<file path="src/rtl/mood_pkg.sv">
// Shared definitions for the RGB mood sequencer: mode encoding, level type
// and the colour-wheel lookup used by the RAINBOW pattern.
package mood_pkg;

    // Mode FSM state encoding (also the externally visible mode value)
    localparam logic [1:0] MODE_MANUAL  = 2'd0;
    localparam logic [1:0] MODE_BREATHE = 2'd1;
    localparam logic [1:0] MODE_RAINBOW = 2'd2;
    localparam logic [1:0] MODE_STROBE  = 2'd3;

    localparam int LVL_MAX    = 7;
    localparam int HUE_PHASES = 6;

    typedef logic [2:0] level_t;
    typedef logic [2:0] hue_t;

    typedef struct packed {
        level_t r;
        level_t g;
        level_t b;
    } rgb_t;

    // Modes advance cyclically; the 2-bit wrap takes STROBE back to MANUAL.
    function automatic logic [1:0] next_mode(input logic [1:0] m);
        return m + 2'd1;
    endfunction

    // Colour wheel: six phases, each ramping one channel while the other two
    // are pinned at full or zero.
    function automatic rgb_t rainbow_rgb(input hue_t h, input level_t k);
        rgb_t   c;
        level_t full;
        level_t inv;
        full = level_t'(LVL_MAX);
        inv  = full - k;
        case (h)
            3'd0:    c = '{r: full,  g: k,     b: 3'd0};
            3'd1:    c = '{r: inv,   g: full,  b: 3'd0};
            3'd2:    c = '{r: 3'd0,  g: full,  b: k};
            3'd3:    c = '{r: 3'd0,  g: inv,   b: full};
            3'd4:    c = '{r: k,     g: 3'd0,  b: full};
            3'd5:    c = '{r: full,  g: 3'd0,  b: inv};
            default: c = '{r: 3'd0,  g: 3'd0,  b: 3'd0};
        endcase
        return c;
    endfunction

endpackage

</file>
<file path="src/rtl/pb_debounce.sv">
// Push-button conditioner: 2-flop synchronizer, stable-level debouncer and
// a one-cycle press pulse on the debounced rising edge.
module pb_debounce
#(
    parameter int DB_CYC = 500_000
)
(
    input  logic clk,
    input  logic rst_n,
    input  logic raw,
    output logic press
);

    localparam int CW = (DB_CYC > 1) ? $clog2(DB_CYC + 1) : 1;

    logic          sync1_q, sync1_d;
    logic          sync2_q, sync2_d;
    logic          db_q, db_d;
    logic          db_prev_q, db_prev_d;
    logic          press_q, press_d;
    logic [CW-1:0] cnt_q, cnt_d;

    // Next-state: the debounced level flips only after the synchronized input
    // has disagreed with it for DB_CYC cycles in a row; any agreement restarts.
    always_comb begin
        sync1_d   = raw;
        sync2_d   = sync1_q;
        db_d      = db_q;
        cnt_d     = '0;
        if (sync2_q != db_q) begin
            if (cnt_q == CW'(DB_CYC - 1)) begin
                db_d  = sync2_q;
                cnt_d = '0;
            end else begin
                cnt_d = cnt_q + CW'(1);
            end
        end
        db_prev_d = db_q;
        press_d   = db_q & ~db_prev_q;
    end

    // State registers; all levels clear so a button held through reset
    // release is seen as a fresh press.
    always_ff @(posedge clk or negedge rst_n) begin
        if (!rst_n) begin
            sync1_q   <= 1'b0;
            sync2_q   <= 1'b0;
            db_q      <= 1'b0;
            db_prev_q <= 1'b0;
            press_q   <= 1'b0;
            cnt_q     <= '0;
        end else begin
            sync1_q   <= sync1_d;
            sync2_q   <= sync2_d;
            db_q      <= db_d;
            db_prev_q <= db_prev_d;
            press_q   <= press_d;
            cnt_q     <= cnt_d;
        end
    end

    assign press = press_q;

endmodule

</file>
<file path="src/rtl/mood_sequencer.sv">
// Automatic colour-pattern controller driving the RGB channel levels:
// mode FSM, step-rate register, tick prescaler and pattern datapath.
module mood_sequencer
    import mood_pkg::*;
#(
    parameter int TICK_DIV = 1_000_000,
    parameter int DB_CYC   = 500_000
)
(
    input  logic       tp_clk,
    input  logic       tp_rst,
    input  logic       pb_mode,
    input  logic       pb_faster,
    input  logic       pb_slower,
    input  logic [2:0] man_r,
    input  logic [2:0] man_g,
    input  logic [2:0] man_b,
    output logic [2:0] sel_r,
    output logic [2:0] sel_g,
    output logic [2:0] sel_b,
    output logic [1:0] mode,
    output logic       step_tick
);

    localparam int PW = $clog2(TICK_DIV);

    logic          mode_press;
    logic          faster_press;
    logic          slower_press;

    logic [1:0]    mode_q, mode_d;
    logic [1:0]    speed_q, speed_d;
    logic [PW-1:0] presc_q, presc_d;
    level_t        lvl_q, lvl_d;
    logic          dir_down_q, dir_down_d;
    hue_t          hue_q, hue_d;
    level_t        k_q, k_d;
    logic          strobe_on_q, strobe_on_d;
    level_t        sel_r_q, sel_r_d;
    level_t        sel_g_q, sel_g_d;
    level_t        sel_b_q, sel_b_d;

    logic [PW-1:0] period_m1;
    logic          tick;
    rgb_t          wheel;

    pb_debounce #(.DB_CYC(DB_CYC)) u_db_mode (
        .clk   (tp_clk),
        .rst_n (tp_rst),
        .raw   (pb_mode),
        .press (mode_press)
    );

    pb_debounce #(.DB_CYC(DB_CYC)) u_db_faster (
        .clk   (tp_clk),
        .rst_n (tp_rst),
        .raw   (pb_faster),
        .press (faster_press)
    );

    pb_debounce #(.DB_CYC(DB_CYC)) u_db_slower (
        .clk   (tp_clk),
        .rst_n (tp_rst),
        .raw   (pb_slower),
        .press (slower_press)
    );

    // Step period shrinks by powers of two with speed; ">=" catches a count
    // left above the new terminal value after speeding up.
    always_comb begin
        period_m1 = PW'((TICK_DIV >> speed_q) - 1);
        tick      = (mode_q != MODE_MANUAL) && (presc_q >= period_m1);
    end

    // Next-state for speed, mode, prescaler and pattern state; a mode press
    // wins over a coincident tick and restarts every pattern from scratch.
    always_comb begin
        speed_d     = speed_q;
        mode_d      = mode_q;
        presc_d     = presc_q;
        lvl_d       = lvl_q;
        dir_down_d  = dir_down_q;
        hue_d       = hue_q;
        k_d         = k_q;
        strobe_on_d = strobe_on_q;

        if (faster_press && !slower_press && speed_q != 2'd3) begin
            speed_d = speed_q + 2'd1;
        end else if (slower_press && !faster_press && speed_q != 2'd0) begin
            speed_d = speed_q - 2'd1;
        end

        if (mode_press) begin
            mode_d      = next_mode(mode_q);
            presc_d     = '0;
            lvl_d       = '0;
            dir_down_d  = 1'b0;
            hue_d       = '0;
            k_d         = '0;
            strobe_on_d = 1'b1;
        end else if (mode_q == MODE_MANUAL) begin
            presc_d = '0;
        end else if (tick) begin
            presc_d = '0;
            case (mode_q)
                MODE_BREATHE: begin
                    if (!dir_down_q && lvl_q == level_t'(LVL_MAX)) begin
                        lvl_d      = level_t'(LVL_MAX - 1);
                        dir_down_d = 1'b1;
                    end else if (dir_down_q && lvl_q == '0) begin
                        lvl_d      = level_t'(1);
                        dir_down_d = 1'b0;
                    end else if (dir_down_q) begin
                        lvl_d = lvl_q - level_t'(1);
                    end else begin
                        lvl_d = lvl_q + level_t'(1);
                    end
                end
                MODE_RAINBOW: begin
                    if (k_q == level_t'(LVL_MAX)) begin
                        k_d   = '0;
                        hue_d = (hue_q == hue_t'(HUE_PHASES - 1)) ? '0 : hue_q + hue_t'(1);
                    end else begin
                        k_d = k_q + level_t'(1);
                    end
                end
                MODE_STROBE: begin
                    strobe_on_d = ~strobe_on_q;
                end
                default: begin
                end
            endcase
        end else begin
            presc_d = presc_q + PW'(1);
        end
    end

    // Channel levels are derived from the next pattern state so they move on
    // the same edge as the pattern itself.
    always_comb begin
        wheel   = rainbow_rgb(hue_d, k_d);
        sel_r_d = man_r;
        sel_g_d = man_g;
        sel_b_d = man_b;
        case (mode_d)
            MODE_BREATHE: begin
                sel_r_d = lvl_d;
                sel_g_d = lvl_d;
                sel_b_d = lvl_d;
            end
            MODE_RAINBOW: begin
                sel_r_d = wheel.r;
                sel_g_d = wheel.g;
                sel_b_d = wheel.b;
            end
            MODE_STROBE: begin
                if (!strobe_on_d) begin
                    sel_r_d = '0;
                    sel_g_d = '0;
                    sel_b_d = '0;
                end
            end
            default: begin
            end
        endcase
    end

    // State registers; reset abandons any step in progress.
    always_ff @(posedge tp_clk or negedge tp_rst) begin
        if (!tp_rst) begin
            mode_q      <= MODE_MANUAL;
            speed_q     <= 2'd0;
            presc_q     <= '0;
            lvl_q       <= '0;
            dir_down_q  <= 1'b0;
            hue_q       <= '0;
            k_q         <= '0;
            strobe_on_q <= 1'b0;
            sel_r_q     <= '0;
            sel_g_q     <= '0;
            sel_b_q     <= '0;
        end else begin
            mode_q      <= mode_d;
            speed_q     <= speed_d;
            presc_q     <= presc_d;
            lvl_q       <= lvl_d;
            dir_down_q  <= dir_down_d;
            hue_q       <= hue_d;
            k_q         <= k_d;
            strobe_on_q <= strobe_on_d;
            sel_r_q     <= sel_r_d;
            sel_g_q     <= sel_g_d;
            sel_b_q     <= sel_b_d;
        end
    end

    assign sel_r     = sel_r_q;
    assign sel_g     = sel_g_q;
    assign sel_b     = sel_b_q;
    assign mode      = mode_q;
    assign step_tick = tick;

endmodule
</file>
<file path="config.mk">
export PLATFORM = sky130hd
export DESIGN_NAME = mood_sequencer
export DESIGN_NICKNAME = d
export VERILOG_FILES = /design/src/rtl/mood_pkg.sv /design/src/rtl/pb_debounce.sv /design/src/rtl/mood_sequencer.sv
export SDC_FILE = /design/constraint.sdc
export NUM_CORES = 1
export LEC_CHECK = 0
export CAP_MARGIN = 20
export CORE_MARGIN = 4
export CORE_UTILIZATION = 40
export CTS_CLUSTER_SIZE = 24
export DETAILED_ROUTE_END_ITERATION = 10
export GPL_TIMING_DRIVEN = 0
export PLACE_DENSITY = 0.62
export SKIP_LAST_GASP = 1
export SYNTH_ARGS = -nofsm -noshare
export SYNTH_HDL_FRONTEND = slang
export SYNTH_HIERARCHICAL = 1
export SYNTH_SLANG_ARGS = --single-unit
</file>
<file path="constraint.sdc">
create_clock -name tp_clk -period 8.3 [get_ports tp_clk]
set_input_delay 1.66 -clock tp_clk [delete_from_list [all_inputs] [get_ports tp_clk]]
set_output_delay 1.66 -clock tp_clk [all_outputs]
set_load 0.01 [all_outputs]
</file>
# --- After elaboration in Yosys (flattened, before gate mapping) ---
# Index checks and enable logic that the tools add are counted.
totals:
  word_cells: 143
  latch_bits: 0
  reg_bits: 116
  memories: 0
  ram_bits: 0
  in_bits: 14
  mem_bits_ro: 0
op_classes:
  bitwise_logic: 7
  n_eq_ne: 22
  reduce_logical: 23
  n_shift: 1
  div: 0
  n_addsub: 13
  n_mux: 47
  n_lt_le_gt_ge: 1
  multipliers: 0
op_table:
  columns: ["op", "n"]
  rows:
  - ["19-bit two-way mux", 6]
  - ["3-bit two-way mux", 21]
  - ["20-bit two-way mux", 3]
  - ["19-bit by 1-bit adder with 19-bit output (second input constant)", 3]
  - ["19-bit equality test (second input constant)", 3]
  - ["9-bit one-hot mux with 6 select lines", 1]
  - ["3-bit one-hot mux with 3 select lines", 3]
  - ["20-bit by 1-bit adder with 20-bit output (second input constant)", 1]
  - ["20-bit >= comparator", 1]
  - ["20-bit by 2-bit >> shifter with 20-bit output (first input constant)", 1]
  - ["20-bit by 2-bit subtractor with 20-bit output (second input constant)", 1]
  - ["3-bit equality test (second input constant)", 5]
  - ["1-bit two-way mux", 10]
  - ["2-bit nonzero test", 5]
  - ["3-bit by 1-bit adder with 3-bit output (second input constant)", 3]
  - ["2-bit equality test (second input constant)", 4]
  - ["1-bit logical AND", 7]
  - ["3-bit by 2-bit equality test with 1-bit output (second input constant)", 2]
  - ["3-bit zero test", 2]
  - ["2-bit two-way mux", 3]
  - ["2-bit AND reduction", 3]
  - ["2-bit by 1-bit adder with 2-bit output (second input constant)", 2]
  - ["2-bit by 1-bit equality test with 1-bit output (second input constant)", 2]
  - ["1-bit inverter", 4]
  - ["other kinds (12)", 18]

# --- Longest topological paths before layout ---
logic_depth:
  word_depth: 10
  depth_mapped: 17
  depth_no_buf: 15

# --- By module ---
# The synthesis kept the hierarchy.
modules_own_cells:
  columns: ["mod", "cells_each", "area_per_inst_um2", "instances"]
  rows:
  - ["pb_debounce", 108, 1136.1, 3]
  - ["mood_sequencer", 388, 3404.5, 1]

# --- Worst setup path after synthesis ---
# No wires, ideal clock.
synth_path:
  path_type: "reg2out"
  start: "register speed_q[0]"
  end: "output port step_tick"
  t_required_ns: 6.640
  t_arrival_ns: 2.195
  path_stages_with_launch: 11
  path_slack_ns: 4.445
  path_cell_list: "dfrtp_1 inv_1 ha_1 inv_1 o21ai_0 and3_1 ha_1 nand4_2 nor3_2 a21oi_4 a21oi_1"
synth_via:
  elab_chain_cells: 4
synth_rtl:
  columns: ["element", "line", "rtl"]
  rows:
  - ["from (decl)", "mood_sequencer.sv:32", "logic [1:0] speed_q, speed_d;"]
  - ["from (signal assigned)", "mood_sequencer.sv:184", "speed_q <= speed_d;"]
  - ["20-bit by 2-bit >> shifter with 20-bit output", "mood_sequencer.sv:71", "period_m1 = PW'((TICK_DIV >> speed_q) - 1);"]
  - ["20-bit by 2-bit subtractor with 20-bit output", "mood_sequencer.sv:71", null]
  - ["20-bit >= comparator", "mood_sequencer.sv:72", "tick = (mode_q != MODE_MANUAL) && (presc_q >= period_m1);"]
  - ["1-bit logical AND", "mood_sequencer.sv:72", null]
  - ["to (decl)", "mood_sequencer.sv:22", "output logic step_tick"]
# No other way between the ends.

# --- Worst setup path in the final report ---
# Same ends and word-level chain as after synthesis.

==> reports/results.env <==
DIE_W_UM=139
YOSYS-TOP-CELLS-AREA='dfrtp_1 (43%), ha_1 (6.6%), xnor2_1 (6.4%), nor2_1 (5.6%), nand3_1 (2.5%)'
WORST_SETUP_PATH_TYPE='register to primary output'
WIRE_LENGTH_OF_THE_FIRST_GLOBAL_ROUTING_PASS_MM=25.1
LAYOUT-DRIVE-GT1-SHARE_PCT=9.51
MIN-DELAY-PATH-CLASS='register to register'
INITIAL_UTILIZATION_PCT=40.9
CP-START-KIND='register'
DIE_H_UM=139
UNREPAIRED_SETUP_ENDPOINTS_AFTER_GLOBAL_ROUTING='false'
DP_HPWL_MM=10.2
PLACE_WS_NS=3.63
OUTCOME='complete, no violations'
FIRST_ITER_VIOLATIONS=387
DIEAREA_MM2=0.0192
POST-CTS-SETUP-BUFFER-COUNT=0
EDFF_COUNT_SYNTH=0
MULTIINPUTGATEAREA_MM2=0.00364
GRT_ANTENNA_BEFORE_REPAIR=0
ANTENNA_CELLS_INSERTED=0
CTSHOLDBUFFERS=0
CTS.REPORTEDPATHS.CLKPINSLEW_NS=0.05
AREA_GROWTH_PCT=16.7
POST_SYNTH_INST_COUNT=712
CP.REQUIRED_NS=6.64
CORE_REGION_AREA_MM2=0.0166
ANT_NETS=0
GRT_START_MAX_NET_PINS=83
HOLD_VIOL_FINAL=0
TRITONCTS='yes'
SETUP_TOTAL_NEG_SLACK_NS=0
DETAIL_ROUTE.VIAS_PER_CELL=5.42
MOSTFREQUENTLAYOUTCELLS='dfrtp_1 (116), nor2_1 (101), xnor2_1 (50)'
IRDROPWORSTVDD_mV=0.140
IOPINCOUNT=26
SYNTH_SEQ_CELLS=116
CLOCK-SKEW-FINAL_NS=0.0100
CLOCK-ROOT-BUFFER='clkbuf_16'
SYNTH.LARGEST_AREA_CELL='dfrtp_1'
SYNTH_TOP_AREA_SHARE_PCT=42.6
CRITPATHCAPTURETYPE='primary output'
SEQUENTIAL_ELEMENT_SHARE_OF_THE_SYNTHESIZED_AREA_PCT=42.6
ROWS=47
SLEW_HEADROOM_PCT=61.6
FINAL.FILL_COUNT=1535
NUMBER_OF_INSTANCES_RESIZED_DURING_POST_CTS_REPAIR=0
LEAKAGEPOWER_uW=0.00330
AVGSYNTHCELLAREA_UM2=9.57
CTS_MAX_LEVEL=4
NUMBER_OF_REMAINING_DRC_ERRORS=0
POWER_DENSITY_mW_PER_MM2=169
ROUTED-VIA-COUNT=5353
GP_CONGESTION=0.917
CLKLATENCYLATEPIN_NS=0.42
YOSYS_WARNINGS=6
FINAL_NET_COUNT=808
WL_PER_CELL_UM=14.5
CAP_VIOL_MAX_COUNT=0
GLOBALROUTEOVERFLOWTOTAL=0
PATH_MAX_FANOUT=9
ASYNC_FLOP_SHARE_PCT=100
NUMBER_OF_GLOBAL_ROUTE_VIAS_BEFORE_REPAIR=5287
POSTLAYOUTSETUPSLACKWORST_NS=3.24
HIGHEST_CLOCK_RATE_MHz=198
LAYOUT_COMMONEST_CELL='dfrtp_1'
PLACEMENT.IO_BUFFERS=25
SYNTH_FLOP_CELL='dfrtp_1'
CRITICAL_PATH_ARRIVAL_NS=3.40
FINALSETUPVIOLATIONS=0
DRT_WL_TOTAL_MM=14.4
CTS_BUFFER_DEPTH=2
NUMCLOCKSINKS=116
SYN_AREA_MM2=0.00681
FF_LATCH_AREA_MM2=0.00290
FIN_CRIT_NS=5.06
WORST-SLEW-PIN-TRANSITION_NS=0.575
DRV_SLEW=0
TIMING.FINAL.CRIT_SHARE_PCT=61.0
SYNTHESIS.NETS=763
NUMCTSBUFFERS=17
SYNTH.DISTINCT_CELLS=73
GRT_UTIL_ALL_LAYERS_PCT=15.6
FIRSTDRTPASSITERS=5
cell families after synthesis:
kind of cell / after synthesis / synth area share [%]
and+or+nand+nor: 293 / 22.2
DFF: 116 / 42.6
other: 1 / 0.0550
muxes: 7 / 1.10
adders and majority gates: 37 / 6.91
AOI/OAI and AO/OA: 127 / 14.5
xor gates and xnor gates: 68 / 8.74
buffers and inverters: 63 / 3.89
Yosys cell counts, types with 4 or more instances:
| cell | count |
|---|---|
| mux2_2 | 4 |
| nor4b_1 | 4 |
| nor2b_1 | 9 |
| xor2_1 | 18 |
| buf_4 | 4 |
| nor4_2 | 4 |
| and2_1 | 4 |
| buf_2 | 5 |
| a21o_1 | 4 |
| nand2_1 | 43 |
| o21ai_0 | 21 |
| clkbuf_1 | 12 |
| and3_1 | 9 |
| nor3_1 | 23 |
| nand4_1 | 20 |
| a21oi_1 | 28 |
| xnor2_1 | 50 |
| or3_1 | 7 |
| a211oi_1 | 12 |
| o211ai_1 | 4 |
| nor2_1 | 101 |
| nand3_1 | 34 |
| o21a_1 | 4 |
| o21ai_1 | 5 |
| ha_1 | 36 |
| nand2b_1 | 4 |
| inv_1 | 38 |
| dfrtp_1 | 116 |
| nor4_1 | 17 |
| o31ai_1 | 6 |
where the power goes:
group	switching, uW	leakage [uW]	internal [uW]	total [uW]
sequential	4.35	0.00155	573	578
combinational	25.7	0.00146	18.7	44.4
clock	254	0.000280	469	723
path summary, 6_finish.rpt:
kind	from	cells after the start	to	slack (ns)
max in group asynchronous	tp_rst	2	u_db_slower/press	6.47
min in group asynchronous	tp_rst	1	u_db_faster/cnt_q[10]	1.13
worst max register to register	speed_q[0]	15	sel_b[2]	4.43
worst min-delay path	u_db_faster/sync1_q	0	u_db_faster/sync2_q	0.34
worst min register to register	u_db_faster/sync1_q	0	u_db_faster/sync2_q	0.34
worst max-delay path	speed_q[0]	11	step_tick	3.24
critical path, stage by stage, from the launching register on:
cell	delay (ns)
dfrtp_1	0.50
inv_1	0.17
ha_1	0.22
inv_1	0.06
o21ai_0	0.08
and3_1	0.19
ha_1	0.29
nand4_2	0.19
nor3_2	0.33
a21oi_4	0.14
a21oi_1	0.23
clkdlybuf4s50_1	0.58
flip-flops by register name (all words and copies together) (netlist names), 2 cells and up:
| signal | cells |
|---|---|
| lvl_q | 3 |
| sel_b | 3 |
| hue_q | 3 |
| sel_r | 3 |
| sel_g | 3 |
| presc_q | 20 |
| k_q | 3 |
| u_db_faster/cnt_q | 19 |
| mode | 2 |
| u_db_mode/cnt_q | 19 |
| u_db_slower/cnt_q | 19 |
| speed_q | 2 |
per-stage QoR:
step                instance area [um2]  hold WS [ns]  util, %  power (uW)  instances
floorplan                          6810         0.331        -         605        712
global placement                   7340         0.338     44.1         631        957
detailed placement                 7370         0.335     44.3         633        958
CTS                                7950         0.347     47.8        1370        988
global route                       7950         0.357     47.8        1400        988
finish                             7950         0.345     47.8        1350        988
per-layer routing:
metal | GRT usage (%) | vias up | routed length [um]
li1 | - | 2624 | -
met1 | 20.7 | 2577 | 6710
met2 | 24.8 | 134 | 6820
met3 | 4.21 | 18 | 606
met4 | 5.15 | 0 | 223
met5 | 0 | - | 0
area by class of cell:
type	instances	share of cell area, %
Tap cell	220	3.46
Multi-Input combinational cell	533	45.8
Inverter	39	1.84
Sequential cell	116	36.5
Buffer	24	1.49
Clock inverter	8	1.27
Clock buffer	22	6.09
Timing Repair Buffer	26	3.51
Note: power is estimated with default switching activity, not from simulation.
